**config.mk**
```make
export PLATFORM = sky130hd
export DESIGN_NAME = serial_subtractor
export DESIGN_NICKNAME = d
export VERILOG_FILES = /design/src/rtl/arith_pkg.sv /design/src/rtl/full_subtractor.sv /design/src/rtl/serial_subtractor.sv
export SDC_FILE = /design/constraint.sdc
export NUM_CORES = 1
export LEC_CHECK = 0
export ABC_AREA = 0
export CAP_MARGIN = 20
export CORE_MARGIN = 2
export CORE_UTILIZATION = 45
export DETAILED_ROUTE_END_ITERATION = 10
export PLACE_DENSITY = 0.74
export SLEW_MARGIN = 40
export SYNTH_ARGS = -nofsm -noshare
export SYNTH_HDL_FRONTEND = slang
export SYNTH_SLANG_ARGS = --single-unit
export TNS_END_PERCENT = 50
```
**constraint.sdc**
```tcl
create_clock -name clk -period 1.79 [get_ports clk]
set_clock_uncertainty 0.05 [all_clocks]
set_input_delay 0.358 -clock clk [delete_from_list [all_inputs] [get_ports clk]]
set_output_delay 0.358 -clock clk [all_outputs]
set_load 0.1 [all_outputs]
```
**src/rtl/arith_pkg.sv**
```systemverilog
// Shared arithmetic definitions for the serial arithmetic blocks.
package arith_pkg;

  typedef enum logic [1:0] {
    IDLE,
    SHIFT,
    DONE
  } state_t;

endpackage

```
**src/rtl/full_subtractor.sv**
```systemverilog
// One-bit full subtractor cell; the borrow-propagating counterpart of the full adder.
module full_subtractor (
  input  logic a,
  input  logic b,
  input  logic bin,
  output logic d,
  output logic bout
);

  assign d    = a ^ b ^ bin;
  assign bout = (~a & b) | (~(a ^ b) & bin);

endmodule

```
**src/rtl/serial_subtractor.sv**
```systemverilog
// Bit-serial subtractor: diff = a - b, LSB first, one bit per clock through a
// single full-subtractor cell, with a start/busy/done handshake.
module serial_subtractor #(
  parameter int WIDTH = 8
) (
  input  logic             clk,
  input  logic             rst_n,
  input  logic             start,
  input  logic [WIDTH-1:0] a,
  input  logic [WIDTH-1:0] b,
  output logic             busy,
  output logic             done,
  output logic [WIDTH-1:0] diff,
  output logic             borrow
);

  import arith_pkg::*;

  localparam int CW = $clog2(WIDTH + 1);

  state_t           state;
  state_t           state_next;
  logic [WIDTH-1:0] a_sr;
  logic [WIDTH-1:0] b_sr;
  logic [WIDTH-1:0] p_sr;
  logic [WIDTH-1:0] p_next;
  logic [CW-1:0]    cnt;
  logic             bin;
  logic             d;
  logic             bout;
  logic             last;

  full_subtractor u_cell (
    .a    (a_sr[0]),
    .b    (b_sr[0]),
    .bin  (bin),
    .d    (d),
    .bout (bout)
  );

  // Shift-based MSB insert keeps the expression legal when WIDTH is 1.
  assign p_next = (p_sr >> 1) | (WIDTH'(d) << (WIDTH - 1));
  assign last   = (cnt == CW'(WIDTH - 1));

  always_ff @(posedge clk) begin
    if (!rst_n) state <= IDLE;
    else        state <= state_next;
  end

  always_comb begin
    state_next = state;
    case (state)
      IDLE:    if (start) state_next = SHIFT;
      SHIFT:   if (last)  state_next = DONE;
      DONE:    state_next = IDLE;
      default: state_next = IDLE;
    endcase
  end

  // diff/borrow only change on the final shift edge, so the previous result
  // stays visible while the next operation is in flight.
  always_ff @(posedge clk) begin
    if (!rst_n) begin
      a_sr   <= '0;
      b_sr   <= '0;
      p_sr   <= '0;
      cnt    <= '0;
      bin    <= 1'b0;
      diff   <= '0;
      borrow <= 1'b0;
    end else begin
      case (state)
        IDLE: begin
          if (start) begin
            a_sr <= a;
            b_sr <= b;
            p_sr <= '0;
            cnt  <= '0;
            bin  <= 1'b0;
          end
        end
        SHIFT: begin
          a_sr <= a_sr >> 1;
          b_sr <= b_sr >> 1;
          p_sr <= p_next;
          bin  <= bout;
          cnt  <= cnt + CW'(1);
          if (last) begin
            diff   <= p_next;
            borrow <= bout;
          end
        end
        default: ;
      endcase
    end
  end

  assign busy = (state == SHIFT);
  assign done = (state == DONE);

endmodule

```
## Word-level counts from Yosys, hierarchy flattened

Index checks and enable logic that the tools add are counted.

- Output and inout bits: 11
- Input bits: 19
- Word-level logic and storage cells: 40
- Register bits: 40

- Eq/ne operators: 5
- Reductions and logical operators: 5
- Muxes and demuxes: 13
- Add/sub/neg operators: 1
- Bitwise operators: 8

Operators by type and width:

| kind | count |
|---|---|
| 8-bit one-hot mux with 2 select lines | 3 |
| 8-bit two-way mux | 3 |
| 7-bit by 8-bit bitwise OR with 8-bit output | 1 |
| 4-bit one-hot mux with 2 select lines | 1 |
| 2-bit AND reduction | 3 |
| 4-bit by 1-bit adder with 4-bit output (second input constant) | 1 |
| 4-bit by 3-bit equality test with 1-bit output (second input constant) | 1 |
| 2-bit two-way mux | 2 |
| 4-bit two-way mux | 1 |
| 2-bit one-hot mux with 2 select lines | 1 |
| 1-bit AND | 2 |
| 2-bit by 1-bit equality test with 1-bit output (second input constant) | 1 |
| 2-bit equality test (second input constant) | 1 |
| 2-bit logical NOT | 1 |
| 2-bit by 1-bit inequality test with 1-bit output (second input constant) | 1 |
| 2-bit inequality test (second input constant) | 1 |
| 1-bit inverter | 2 |
| 1-bit one-hot mux with 2 select lines | 1 |
| 2-bit nonzero test | 1 |
| 1-bit bitwise XOR | 2 |
| 1-bit two-way mux | 1 |
| 1-bit bitwise OR | 1 |

## Depth between registers and ports, before layout

- Word-level depth: 5
- Gate-level depth with buffers: 6
- Depth with buffers taken out: 5

## Cells and area by module

Synthesis repeated with hierarchy kept, for this count alone.

- Cell total of the unflattened synthesis: 172
- Area total of the unflattened synthesis: 1,651.6 µm²

Modules (own cells, without submodules):

| module | cells each | sequential area each (µm²) | times used | area each (µm²) |
|---|---|---|---|---|
| serial_subtractor | 168 | 780.7 | 1 | 1,620.3 |
| full_subtractor | 4 | 0.0 | 1 | 31.3 |

## Worst setup path after synthesis

OpenSTA, ideal clock, no wires.

- Path type: flip-flop to output port
- From: reg state[1]
- To: out done
- Buffers on the path: 2
- Arrival: 2.156 ns
- Cell stages (with the launch flop): 4
- Required time: 1.382 ns
- Setup slack: -0.774 ns
- Cells stage by stage: dfxtp_1 > buf_2 > buf_1 > nor2b_1

- Cells in the longest elaborated chain, start to end: 1

RTL lines:

| what | line | RTL |
|---|---|---|
| start, declared | serial_subtractor.sv:21 | `state_t state;` |
| start signal, assigned | serial_subtractor.sv:47 | `else state <= state_next;` |
| 2-bit equality test | serial_subtractor.sv:99 | `assign done = (state == DONE);` |
| end, declared | serial_subtractor.sv:12 | `output logic done,` |

No other way between the ends.

## Worst setup path in the final report

- From: reg state[0]
- To: out done

Same word-level chain as after synthesis.

==> qor.yml <==
netlist_area_sq_um: 1760
cp_top_family: "flip-flops"
synthCells: 182
layout.nets: 234
place_area_sq_um: 2210
arrival_ns: 1.31
power.leakage_nw: 0.886
synth_top_area_cell: "dfxtp_1"
hold_class: "reg -> reg"
max-slew-margin-rel: 0.761
drc: 0
routed_wl_mm: 3.54
htreeDepth: 2
fin_crit_ns: 1.72
grt_pass1_vias: 1402
wl_per_cell_microns: 13.5
synth-async-reset-ratio: 0
ir_worst_vdd_v: 0.000528
synth_edf_count: 0
die_width_microns: 66.5
cp-start-kind: "flip-flop"
clock_latency_ns: 0.29
rsz0062_at_grt: "no"
netlist_top_cells_count: "39 x dfxtp_1, 24 x nand2_1, 17 x nor2b_1"
drv_cap: 0
place.gp.congestion: 0.775
hold_buffers: 0
slew_viol_final: 0
timing.setup.tns_ns: 0
cts_resized: 0
start_util: 0.473
clock_path_buffers: 2
fmax_ghz: 0.582
clkSinkCount: 39
vias_per_cell: 5.30
ys_ff_latch: 39
die_area_sq_um: 4420
area_delta_synth_final_pct: 30.7
seq_area_frac_synth: 0.444
coreArea_sq_um: 3720
die_y_microns: 66.5
crit_path_max_incr_delay_ns: 0.54
synth_area_leaders: "dfxtp_1 44%, nor2b_1 6.0%, a22o_1 5.5%"
grt_pass1_wl_mm: 6.06
worst-slew-pin-transition_ns: 0.359
cts_tree: "done"
worstPathMaxFanout: 13
synth_top_area_frac: 0.444
status: "finished, final reports clean"
postSynthNetCount: 203
ys.flop_type: "dfxtp_1"
ant_nets: 0
drive_above_1_share: 0.196
netlist-cell-type-count: 32
io_buffers: 29
worstPathRequired_ns: 1.38
grt_max_degree: 45
cts_setup_buffers: 0
antenna_found_initial: 0
setup_viol: 0
drt_iter0_drc: 39
p_per_area_nw_per_um2: 762
crit_path_end_kind: "output port"
fp-row-count: 22
first_pass_iters: 5
fin_area_sq_um: 2300
path_class: "reg -> out"
overflow: 0
cts.clk_slew.worst_paths_ns: 0.07
worstPathCellList: "buf_4, nor2b_4, buf_12"
clock-root-buffer: "clkbuf_8"
path_buf_inv: 2
syn_avg_cell_area_sq_um: 9.66
numCtsBuffers: 5
synth_most_common_cell: "dfxtp_1"
grt.total_usage: 0.180
crit_slowest_cell: "dfxtp_1"
dp_hpwl_mm: 2.44
io_pins: 30
yosysWarningCount: 0
vias: 1388
period_share: 0.960
hold_viol: 0
diodes: 0
-- metal layers --
metal	wire (microns)	vias to the layer above	global-route usage
li1	-	702	-
met4	28	0	0.0714
met5	0	-	0
met3	161	6	0.0507
met1	1660	652	0.222
met2	1690	28	0.296
-- registers in the layout, summed over array words and instances (netlist names) --
name	count
a_sr	8
b_sr	8
bin	1
borrow	1
cnt	4
diff	8
p_sr	7
state	2
-- worst reg2reg max path, delay by kind of cell (launching register included) --
| family | cells | cell delay (ns) |
|---|---|---|
| and+or+nand+nor | 2 | 0.44 |
| DFF | 1 | 0.54 |
| buffers and inverters | 1 | 0.23 |
| muxes | 1 | 0.21 |
-- logic make-up (layout without fill, tap and decap cells) --
group                    after synthesis  in the layout  synth area share
buffers and inverters                 21             53            0.0747
AND/OR/NAND/NOR                       64             64             0.185
multiplexers                           9              9            0.0512
flip-flops                            39             39             0.444
AO/OA/AOI/OAI                         47             47             0.226
adder cells (fa/ha/maj)                2              2            0.0185
-- cell type report --
type,instances,area [sq um]
clock buffer,6,72.6
clock inverter,2,12.5
fill,313,1420
inverter,4,15.0
multi-input combinational,122,853
sequential,39,781
tap,48,60.1
timing repair buffer,41,503
-- stage by stage --
step           utilization  hold slack, ns  cells  total power, mW  setup WS (ns)
2_1_floorplan            -           0.388    182             1.11         0.0359
3_3_place_gp         0.595           0.408    254             1.19          0.119
3_5_place_dp         0.595           0.408    254             1.20         0.0740
4_1_cts              0.618           0.430    262             1.77         0.0730
5_1_grt              0.618           0.440    262             1.83         0.0109
6_report             0.618           0.432    262             1.75         0.0709
-- final timing paths --
| check | startpoint | end | slack (ns) | depth (start not counted) |
|---|---|---|---|---|
| max | state[0] | done | 0.07 | 3 |
| min | p_sr[1] | diff[0] | 0.43 | 2 |
| max reg2reg | state[0] | diff[0] | 0.25 | 4 |
| min reg2reg | p_sr[1] | diff[0] | 0.43 | 2 |
-- layout by cell type, fill, tap and decap left out, types with 2 or more instances in the layout --
master and count:
o221a_1 7, dfxtp_1 39, inv_1 4, a21oi_1 14, nand2_1 24, clkbuf_8 5
buf_4 11, mux2i_1 9, nor2b_4 2, a22o_1 11, buf_12 12, nor2b_1 16
nor2_1 14, clkdlybuf4s50_1 18, a32o_1 2, o221a_2 7
-- power breakdown --
part           total (mW)  internal, mW  switching (mW)
logic               0.246         0.134           0.112
registers           0.934         0.906          0.0280
clock network       0.571         0.272           0.299
Note: power is estimated with default switching activity, not from simulation.
